File: config.mk
export PLATFORM = sky130hd
export DESIGN_NAME = iiitb_vm_ctrl
export DESIGN_NICKNAME = d
export VERILOG_FILES = /design/src/rtl/iiitb_vm_ctrl.sv
export SDC_FILE = /design/constraint.sdc
export NUM_CORES = 1
export LEC_CHECK = 0
export CORE_UTILIZATION = 38
export CTS_BUF_LIST = sky130_fd_sc_hd__clkbuf_8
export DETAILED_ROUTE_END_ITERATION = 10
export PLACE_DENSITY = 0.65
export SLEW_MARGIN = 20
export SYNTH_ARGS = -nofsm -noshare
export SYNTH_HDL_FRONTEND = slang
export SYNTH_SLANG_ARGS = --single-unit
File: constraint.sdc
create_clock -name clock -period 3.4 [get_ports clock]
set_clock_uncertainty 0.05 [all_clocks]
set_input_delay 0.68 -clock clock [delete_from_list [all_inputs] [get_ports clock]]
set_output_delay 0.68 -clock clock [all_outputs]
set_load 0.005 [all_outputs]
File: src/rtl/iiitb_vm_ctrl.sv
// Coin-acceptor arbiter and actuator handshake front-end for the vending-machine core.
// Optional coin_total counter is built when VM_CTRL_COIN_COUNT_EN is defined.
module iiitb_vm_ctrl #(
   parameter int NUM_SLOTS = 2,
   parameter int TIMEOUT   = 255
) (
   input  logic                   clock,
   input  logic                   reset,
   input  logic [NUM_SLOTS-1:0]   coin_req,
   input  logic [2*NUM_SLOTS-1:0] coin_val,
   output logic [NUM_SLOTS-1:0]   coin_ack,
   output logic [1:0]             vm_in,
   input  logic                   vm_out,
   input  logic [1:0]             vm_change,
   output logic                   disp_req,
   input  logic                   disp_ack,
   output logic                   chg_req,
   output logic [1:0]             chg_amt,
   input  logic                   chg_ack,
   output logic                   busy,
   output logic                   coin_err,
   output logic                   fault
`ifdef VM_CTRL_COIN_COUNT_EN
   ,
   output logic [15:0]            coin_total
`endif
);

   localparam int PTR_W = (NUM_SLOTS > 1) ? $clog2(NUM_SLOTS) : 1;

   typedef enum logic [1:0] {
      S_IDLE,
      S_FEED,
      S_OBSERVE,
      S_SERVICE
   } state_e;

   state_e               state_q, state_d;
   logic [PTR_W-1:0]     ptr_q, ptr_d;
   logic [15:0]          cnt_q, cnt_d;
   logic [NUM_SLOTS-1:0] coin_ack_q, coin_ack_d;
   logic [1:0]           vm_in_q, vm_in_d;
   logic                 disp_req_q, disp_req_d;
   logic                 chg_req_q, chg_req_d;
   logic [1:0]           chg_amt_q, chg_amt_d;
   logic                 busy_q, busy_d;
   logic                 coin_err_q, coin_err_d;
   logic                 fault_q, fault_d;

   logic [1:0]           slot_code [NUM_SLOTS];
   logic                 grant_found;
   logic [PTR_W-1:0]     grant_idx, cand_idx;
   int                   cand;
   logic [1:0]           grant_code;
   logic                 code_valid;
   logic                 core_active;
   logic [16:0]          cnt_inc;
   logic                 disp_rem, chg_rem;
   logic                 timeout_hit;

   for (genvar gi = 0; gi < NUM_SLOTS; gi++) begin : g_code
      assign slot_code[gi] = coin_val[2*gi +: 2];
   end

   // Round-robin search starts one past the last granted slot and wraps.
   always_comb begin
      grant_found = 1'b0;
      grant_idx   = ptr_q;
      cand        = 0;
      cand_idx    = '0;
      for (int k = 1; k <= NUM_SLOTS; k++) begin
         cand = int'(ptr_q) + k;
         if (cand >= NUM_SLOTS) cand = cand - NUM_SLOTS;
         cand_idx = PTR_W'(cand);
         if (!grant_found && coin_req[cand_idx]) begin
            grant_found = 1'b1;
            grant_idx   = cand_idx;
         end
      end
   end

   assign grant_code  = slot_code[grant_idx];
   assign code_valid  = (grant_code == 2'b01) || (grant_code == 2'b10);
   assign core_active = vm_out || (vm_change != 2'b00);
   assign cnt_inc     = {1'b0, cnt_q} + 17'd1;
   assign disp_rem    = disp_req_q && !disp_ack;
   assign chg_rem     = chg_req_q && !chg_ack;
   // An ack landing on the final allowed cycle still counts as a completed handshake.
   assign timeout_hit = (disp_rem || chg_rem) && (cnt_inc == 17'(TIMEOUT));

   always_comb begin
      state_d = state_q;
      unique case (state_q)
         S_IDLE: begin
            if (core_active)      state_d = S_SERVICE;
            else if (grant_found) state_d = S_FEED;
         end
         S_FEED:    state_d = (vm_in_q != 2'b00) ? S_OBSERVE : S_IDLE;
         S_OBSERVE: state_d = core_active ? S_SERVICE : S_IDLE;
         S_SERVICE: begin
            if (!(disp_req_q || chg_req_q) || timeout_hit) state_d = S_IDLE;
         end
         default:   state_d = S_IDLE;
      endcase
   end

   always_comb begin
      coin_ack_d = '0;
      vm_in_d    = 2'b00;
      coin_err_d = 1'b0;
      fault_d    = 1'b0;
      disp_req_d = disp_req_q;
      chg_req_d  = chg_req_q;
      chg_amt_d  = chg_amt_q;
      cnt_d      = cnt_q;
      ptr_d      = ptr_q;
      unique case (state_q)
         S_IDLE, S_OBSERVE: begin
            if (core_active) begin
               disp_req_d = vm_out;
               chg_req_d  = (vm_change != 2'b00);
               chg_amt_d  = vm_change;
               cnt_d      = '0;
            end else if (state_q == S_IDLE && grant_found) begin
               coin_ack_d[grant_idx] = 1'b1;
               vm_in_d    = code_valid ? grant_code : 2'b00;
               coin_err_d = !code_valid;
               ptr_d      = grant_idx;
            end
         end
         S_SERVICE: begin
            cnt_d = cnt_inc[15:0];
            if (timeout_hit) begin
               disp_req_d = 1'b0;
               chg_req_d  = 1'b0;
               fault_d    = 1'b1;
            end else begin
               disp_req_d = disp_rem;
               chg_req_d  = chg_rem;
            end
         end
         default: ;
      endcase
      busy_d = (state_d != S_IDLE);
   end

   always_ff @(posedge clock) begin
      // NOTE: sequential state uses non-blocking assignments so every register samples pre-edge values.
      if (!reset) begin
         state_q    <= S_IDLE;
         ptr_q      <= PTR_W'(NUM_SLOTS - 1);
         cnt_q      <= '0;
         coin_ack_q <= '0;
         vm_in_q    <= 2'b00;
         disp_req_q <= 1'b0;
         chg_req_q  <= 1'b0;
         chg_amt_q  <= 2'b00;
         busy_q     <= 1'b0;
         coin_err_q <= 1'b0;
         fault_q    <= 1'b0;
      end else begin
         state_q    <= state_d;
         ptr_q      <= ptr_d;
         cnt_q      <= cnt_d;
         coin_ack_q <= coin_ack_d;
         vm_in_q    <= vm_in_d;
         disp_req_q <= disp_req_d;
         chg_req_q  <= chg_req_d;
         chg_amt_q  <= chg_amt_d;
         busy_q     <= busy_d;
         coin_err_q <= coin_err_d;
         fault_q    <= fault_d;
      end
   end

   assign coin_ack = coin_ack_q;
   assign vm_in    = vm_in_q;
   assign disp_req = disp_req_q;
   assign chg_req  = chg_req_q;
   assign chg_amt  = chg_amt_q;
   assign busy     = busy_q;
   assign coin_err = coin_err_q;
   assign fault    = fault_q;

`ifdef VM_CTRL_COIN_COUNT_EN
   logic [15:0] total_q, total_d;
   logic [16:0] total_sum;

   // vm_in_q holds the accepted code throughout FEED, so it doubles as the credit source.
   assign total_sum = {1'b0, total_q} + ((vm_in_q == 2'b10) ? 17'd2 : 17'd1);

   always_comb begin
      total_d = total_q;
      if (state_q == S_FEED && vm_in_q != 2'b00) begin
         total_d = total_sum[16] ? 16'hFFFF : total_sum[15:0];
      end
   end

   always_ff @(posedge clock) begin
      if (!reset) total_q <= '0;
      else        total_q <= total_d;
   end

   assign coin_total = total_q;
`endif

endmodule
After elaboration in Yosys (flattened, before gate mapping). Index checks and enable logic that the tools add are counted. Widths: inputs -> output; s select.

Shift-type cells: 0. Add/sub/neg operators: 5. Reductions and logical operators: 28. Magnitude comparators: 7. $mul: 0. Bitwise operators: 6. Mux-type cells: 30. Div/mod/pow operators: 0. Equal/unequal tests: 7.

Operators by type and width (number): $pmux 16 s2 (1); $add 16x1->17 const B (1); $eq 17x8->1 const B (1); $mux 1 (16); $mux 16 (1); $mux 2 (8); $pmux 2 s4 (1); $reduce_bool 2->1 (4); $eq 2x2->1 const B (3); $logic_and 1x1->1 (6); $lt 1x2->1 const B (3); $reduce_and 2->1 (3); $logic_not 1->1 (5); $logic_or 1x1->1 (5); $not 1->1 (5); $reduce_or 5->1 (1); $eq 2x1->1 const B (2); $ge 2x2->1 const B (2); $pmux 1 s2 (2); $reduce_or 4->1 (1); $add 1x2->3 const B (1); $ge 3x2->1 const B (1); $reduce_and 3->1 (1); $add 1x1->2 const B (1); other kinds (7) (8).

Memories kept: 0. Bits in latches: 0. Memory bits (writable): 0. Bits of input ports: 13. Bits in read-only memories: 0. Output and inout port bits: 11. Flip-flop bits (word level): 30. Logic and storage cells: 94.

Longest topological paths before layout. Gate-level depths: netlist (run 1).

Depth in word-level cells: 17. Gate-level depth with buffers: 7. Gate-level depth less buffers: 7.

Worst setup path before layout (run 1). OpenSTA, ideal clock, no wires.

Path kind: register to register. Start point: register cnt_q[5]. End point: register fault_q, in the netlist fault. Arrival time: 1902 ps. Stages on the path, launching flop included: 7. Required time: 3259 ps. Setup slack: 1357 ps. Path buffers: 1. Period minus slack after synthesis: 2043 ps. Library setup time: 91 ps. Path through: dfxtp_1 clkbuf_2 nand4_1 or4_4 mux2i_4 nor4b_4 nor4bb_1.

Longest elaborated chain between the ends: 4.

RTL lines: start, declared (line 40) `logic [15:0] cnt_q, cnt_d;`; start signal, assigned (line 164) `cnt_q <= cnt_d;`; $add 16x1->17 (line 85) `assign cnt_inc = {1'b0, cnt_q} + 17'd1;`; $eq 17x8->1 (line 89) `assign timeout_hit = (disp_rem || chg_rem) && (cnt_inc == 17'(TIMEOUT));`; $logic_and 1x1->1 (line 89); $mux 1 (line 133) `if (timeout_hit) begin`; end signal, assigned (line 172) `fault_q <= fault_d;`; end, declared (line 48) `logic fault_q, fault_d;`.

No other way between the ends. A chain may end at the register's enable or synchronous reset.

Final worst setup path (run 1).
Start point: register cnt_q[0]. End point: register fault_q, in the netlist fault.

The elaborated chain is that of the path after synthesis.

==> results.md, run 1 <==
- Slew HR: 53.9%
- Initial drt markers: 90
- Period utilization: 73.3%
- Root Buffer: clkbuf_8
- Ys flop type: dfxtp_1
- Die Y: 69.4 um
- Post-synth EDFFs: 0
- Vias: 1620
- RSZ-0062 raised after global routing: false
- Mapped Nets: 234
- Setup ws final: 0.906 ns
- Least-Margin Pin Slew: 0.687 ns
- PortBufs: 23
- Fin crit period: 2.49 ns
- Sw power: 0.208 mW
- Grt ovf: 0
- Crit path launch: cnt_q[0]$_SDFFE_PN0P_
- Post-DRT Antenna Nets: 0
- Crit Path Category: flip-flop to flip-flop
- Clock Sinks: 30
- CTS Hold Bufs: 0
- Setup TNS: 0 ns
- Ys Warns: 0
- VDD IR max: 252 uV
- Fmax achieved: 401 MHz
- Critical Path End: fault$_SDFF_PN0_
- FP Rows: 24
- Routed wire length per instance: 14.1 um
- Synth Area per Inst: 7.89 sq um
- Critical Path RT: 3.53 ns
- FF-to-FF Start: cnt_q[0]$_SDFFE_PN0P_
- Starting Density: 39.7%
- Worst-path fanout max: 6
- Hold_sp: chg_amt[0]$_SDFFE_PN0P_
- Fill count: 434
- Vias in the first global route: 1526
- Reg-to-reg slack, setup: 0.91 ns
- Reg2reg path depth: 6
- PwrDens: 378 mW/mm^2
- Hpwl dp: 2920 um
- Initial antenna violation count: 0
- Clock buffer count from CTS: 5
- Via/cell ratio: 5.57
- DP Area: 0.00198 sq mm
- CTS H-tree depth: 2
- Commonest cells after routing, fill and taps aside: nor2_1, dfxtp_1, clkdlybuf4s50_1
- First-pass GRT wire length: 7220 um
- Post-Syn Instances: 219
- # DRC: 0
- Clock power frac: 37.6%
- Final WL: 4110 um
- Post-CTS sizing: 0
- Drt pass-1 iters: 4
- Slowest-stage cell, CP: nor4b_4
- Largest net degree at the start of global routing: 23
- Die width: 69.4 um
- Area of the mapped netlist: 0.00173 sq mm
- Int Power: 0.578 mW
- GRT Overall Usage: 18.7%
- Comb pwr share: 14.6%
- Leakage: 0.718 nW
- Layout cells sized above 1: 6.69%
- ANT cells: 0
- Register area share after synthesis: 34.8%
- Final Net Count: 253
- Max Slew Vio Count: 0
- Clock tree buffer depth: 2
- Top-Level Pins: 24
- CTS tree: yes
- Critical-path cell list: ha_1, nand4_1, nor4_1, xor2_1, nor4b_4, nor4bb_1
- Reg2reg end: fault$_SDFF_PN0_
- Setup bufs post-CTS: 0
- Area Overhead vs Synth: 20.1%
- Hold Path Class: flip-flop to flip-flop
- Arrival time at the worst endpoint: 2.62 ns
- Crit end category: flip-flop
- Worst Setup Start Kind: flip-flop
- Hold Crit Depth: 2
- Pre-CTS WS: 0.712 ns
- Skew-Pair Late Insertion Delay: 0.28 ns
- Seq cells post-synth: 30
- Cell taking the most area after synthesis: dfxtp_1
- CP max stage delay: 0.49 ns
- Final setup fails: 0
- GPL Wtd Cong: 0.856
- Finished Cell Area: 0.00208 sq mm
- Synth top area cells: dfxtp_1, nor2_1, a21oi_1
- Asr flop ratio synth: 0%
- Max_cap viols: 0
- Count of final hold-check violations: 0
- Seq pwr share: 47.8%
- Distinct cells, synth: 46
- Area of the die: 0.00482 sq mm
- Reg clk slew, reported paths: 0.06 ns
- Share of the synthesized area in the top cell type: 34.8%
- Sw Ratio: 26.5%
- Core Box Area: 0.00435 sq mm
- Status: finished clean
state kept, by name, indices dropped and copies added, names as in the netlist:
register and count:
busy 1, chg_amt 2, chg_req 1, cnt_q 16
coin_ack 2, coin_err 1, disp_req 1, fault 1
ptr_q 1, state_q 2, vm_in 2
cell families after synthesis:
group,synth area share (%)
AO/OA/AOI/OAI,22.0
XOR/XNOR,4.56
adder cells (fa/ha/maj),1.45
buffers and inverters,4.20
flip-flops,34.8
multiplexers,2.46
AND/OR/NAND/NOR,30.6
cell type report:
type	instances	area (sq um)	area share, %
well taps	52	65.1	3.13
clock buffers	6	82.6	3.98
clock inverters	2	8.76	0.422
multi-input cells	172	1050	50.8
repair buffers	26	253	12.2
flip-flops and latches	30	601	28.9
inverters	3	11.3	0.542
metrics by stage:
step,total power [mW],hold slack [ns],util (%),instances
2_1_floorplan,0.446,0.413,-,219
5_1_grt,0.825,0.487,47.7,291
6_report,0.786,0.437,47.7,291
4_1_cts,0.798,0.441,47.7,291
3_3_place_gp,0.497,0.416,45.6,283
3_5_place_dp,0.498,0.426,45.6,283
synth_stat cells, types with 2 or more instances:
cell type,n
nand3_1,5
o21a_1,5
and2_1,4
o21ai_0,12
ha_1,2
nand3b_1,5
xor2_1,2
mux2i_1,2
or3_1,4
a31oi_1,3
nor4_1,3
a211oi_1,2
dfxtp_1,30
a211o_1,2
clkbuf_2,2
nor3_1,11
nor2_1,30
xnor2_1,7
nand2b_1,5
a21boi_0,2
buf_2,5
nand2_1,19
o211ai_1,4
clkbuf_1,6
a21oi_1,19
inv_1,2
a22oi_1,2
nand4_1,6
metal layers:
metal | track usage (%) | wire [um]
met5 | 0 | 0
met3 | 4.51 | 232
met2 | 29.1 | 1860
met4 | 9.07 | 89
met1 | 24.3 | 1940
how the worst min path moves through the flow:
stage | slack [ns] | endpoint
6_report | 0.44 | chg_amt[0]$_SDFFE_PN0P_
5_1_grt | 0.49 | chg_amt[0]$_SDFFE_PN0P_
4_1_cts | 0.44 | chg_amt[0]$_SDFFE_PN0P_
3_5_place_dp | 0.43 | chg_amt[0]$_SDFFE_PN0P_
3_3_place_gp | 0.42 | chg_amt[0]$_SDFFE_PN0P_
2_1_floorplan | 0.41 | cnt_q[7]$_SDFFE_PN0P_
worst max-delay path, delay by kind of cell (launching register included):
family                     cells  cell delay (ns)
and+or+nand+nor                4             1.38
DFF                            1             0.46
adders and majority gates      1             0.31
xor gates and xnor gates       1             0.18
power by group through the flow:
stage	sequential [mW]	clock (mW)	combinational [mW]
final	0.376	0.295	0.115
after global routing	0.377	0.319	0.128
after CTS	0.375	0.307	0.115
after detailed placement	0.383	0	0.115
after global placement	0.383	0	0.114
after floorplan	0.378	0	0.0683
(Power assumes the default switching activity.)
==> run 2: changes to the inputs <==
==> constraint.sdc (replaced) <==
create_clock -name clock -period 2.6 [get_ports clock]
set_clock_uncertainty 0.05 [all_clocks]
set_input_delay 0.52 -clock clock [delete_from_list [all_inputs] [get_ports clock]]
set_output_delay 0.52 -clock clock [all_outputs]
set_load 0.005 [all_outputs]
==> run 2 against run 1 <==
Sequential share of layout area fell by 0.31 points. Wire length fell by 0.78%. Sequential power increased by 30%. Clock-buffer cell count unchanged. Die area unchanged. Flip-flop and latch count unchanged. Utilization is 0.52 points higher. Non-clock buffer count grew 3.
==> results.md, run 2 (synthesized netlist as in run 1, its figures left out) <==
- Initial antenna violation count: 0 (unchanged)
- Finished Cell Area: 0.00210 sq mm (+1.1%)
- VDD IR max: 286 uV (+14%)
- ANT cells: 0 (unchanged)
- Reg-to-reg slack, setup: 0.31 ns (-0.60 ns)
- Reg2reg path depth: 5 (-1)
- CTS Hold Bufs: 0 (unchanged)
- Max_cap viols: 0 (unchanged)
- Hold Path Class: flip-flop to flip-flop
- Root Buffer: clkbuf_8
- DP Area: 0.00201 sq mm (+1.1%)
- Top-Level Pins: 24 (unchanged)
- Setup TNS: 0 ns (unchanged)
- Crit end category: flip-flop
- Largest net degree at the start of global routing: 17 (-26%)
- Die width: 69.4 um (unchanged)
- Max Slew Vio Count: 0 (unchanged)
- Via/cell ratio: 5.60 (+0.57%)
- # DRC: 0 (unchanged)
- Vias: 1646 (+1.6%)
- Slowest-stage cell, CP: or4_4
- CTS tree: yes
- Least-Margin Pin Slew: 0.501 ns (-0.186 ns)
- Period utilization: 88.1% (+15 points)
- RSZ-0062 raised after global routing: false
- Area of the die: 0.00482 sq mm (unchanged)
- FF-to-FF Start: cnt_q[5]$_SDFFE_PN0P_
- Clock Sinks: 30 (unchanged)
- Worst-path fanout max: 8 (+2)
- WP buf/inv: 0 (unchanged)
- Biggest register: cnt_q
- Hold_sp: chg_amt[1]$_SDFFE_PN0P_
- Critical-path cell list: nand4_1, or4_4, mux2i_4, nor4b_4, nor4bb_1
- Hold Path Sink: chg_amt[1]$_SDFFE_PN0P_
- Critical path's top delay family: simple AND/OR/NAND/NOR gates
- Routed wire length per instance: 13.9 um (-1.8%)
- Fill count: 429 (-1.2%)
- Initial drt markers: 143 (+59%)
- Post-CTS sizing: 0 (unchanged)
- Count of final hold-check violations: 0 (unchanged)
- Clock tree buffer depth: 2 (unchanged)
- Reg2reg end: fault$_SDFF_PN0_
- PwrDens: 492 mW/mm^2 (+30%)
- Commonest cells after routing, fill and taps aside: nor2_1, dfxtp_1, clkdlybuf4s50_1
- Final Net Count: 256 (+1.2%)
- Status: finished clean
- Crit path launch: cnt_q[5]$_SDFFE_PN0P_
- FP Rows: 24 (unchanged)
- Final WL: 4080 um (-0.78%)
- Critical Path RT: 2.74 ns (-0.79 ns)
- Leakage: 0.733 nW (+2.2%)
- Hold slack: 0.431 ns (-0.00565 ns)
- Area Overhead vs Synth: 21.4%
- Max reg flops: 16 (unchanged)
- Post-DRT Antenna Nets: 0 (unchanged)
- Arrival time at the worst endpoint: 2.43 ns (-0.19 ns)
- First-pass GRT wire length: 7140 um (-1.1%)
- Fmax achieved: 437 MHz (+8.9%)
- Skew-Pair Late Insertion Delay: 0.29 ns (about the same)
- Vias in the first global route: 1552 (+1.7%)
- Layout cells sized above 1: 7.85% (+1.2 points)
- Starting Density: 39.7% (unchanged)
- Met3 usage: 4.94% (+0.44 points)
- Grt ovf: 0 (unchanged)
- Reg clk slew, reported paths: 0.07 ns (about the same)
- PortBufs: 23 (unchanged)
- Met1 Use GR: 24.4% (+0.088 points)
- Hold Crit Depth: 2 (unchanged)
- Global-route met2 utilization: 29.0% (-0.11 points)
- Pre-CTS WS: 0.347 ns (-0.365 ns)
- Core Box Area: 0.00435 sq mm (unchanged)
- GPL Wtd Cong: 0.813 (-5.1%)
- Slew HR: 66.3% (+12 points)
- Fin crit period: 2.29 ns (-0.203 ns)
- Worst Setup Start Kind: flip-flop
- Clock buffer count from CTS: 5 (unchanged)
- CTS H-tree depth: 2 (unchanged)
- Final setup fails: 0 (unchanged)
- Global route hottest layer: met2
- Setup bufs post-CTS: 0 (unchanged)
- Setup ws final: 0.310 ns (-0.597 ns)
- Die Y: 69.4 um (unchanged)
- Hpwl dp: 2930 um (+0.56%)
- Drt pass-1 iters: 5 (+1)
- CP max stage delay: 0.59 ns (+0.10 ns)
- Crit Path Category: flip-flop to flip-flop
- GRT Overall Usage: 18.7% (-0.039 points)
run 2: changes by cell type in the layout (fill, tap and decap cells not counted), sizes merged:
cell  change
buf       +3
run 2: metal layers:
metal	wire, um	up-vias
met5	0	-
met4	52	0
met3	146	6
met2	1900	34
met1	1980	767
li1	-	839
run 2: report_power, final:
group          internal [mW]  total [mW]  switching, mW
Sequential             0.474       0.490         0.0157
Clock                  0.209       0.388          0.179
Combinational         0.0737       0.153         0.0797
Total                  0.757        1.03          0.274
run 2: final cells by class:
class	instances	area, sq um	share of cell area, %
Timing Repair Buffer	29	275	13.1
Tap cell	52	65.1	3.10
Clock buffer	6	82.6	3.94
Multi-Input combinational cell	172	1050	50.3
Inverter	3	11.3	0.537
Clock inverter	2	8.76	0.417
Sequential cell	30	601	28.6
run 2: tightest hold or removal path, cell delays in order (launching register included):
cell and delay, ns:
dfxtp_1 0.31, o21ai_0 0.07, a21oi_1 0.06
run 2: how the worst max path moves through the flow:
stage	cells after the start	endpoint	slack [ns]
after floorplan	6	fault$_SDFF_PN0_	0.56
after global placement	5	fault$_SDFF_PN0_	0.38
after detailed placement	6	fault$_SDFF_PN0_	0.35
after CTS	5	fault$_SDFF_PN0_	0.32
after global routing	6	fault$_SDFF_PN0_	0.12
final	5	fault$_SDFF_PN0_	0.31
run 2: stage by stage:
stage          utilization (%)  instances  total power, mW
6_report                  48.2        294             1.03
5_1_grt                   48.2        294             1.08
4_1_cts                   48.2        294             1.04
3_5_place_dp              46.1        286            0.652
3_3_place_gp              46.1        286            0.652
2_1_floorplan                -        219            0.584
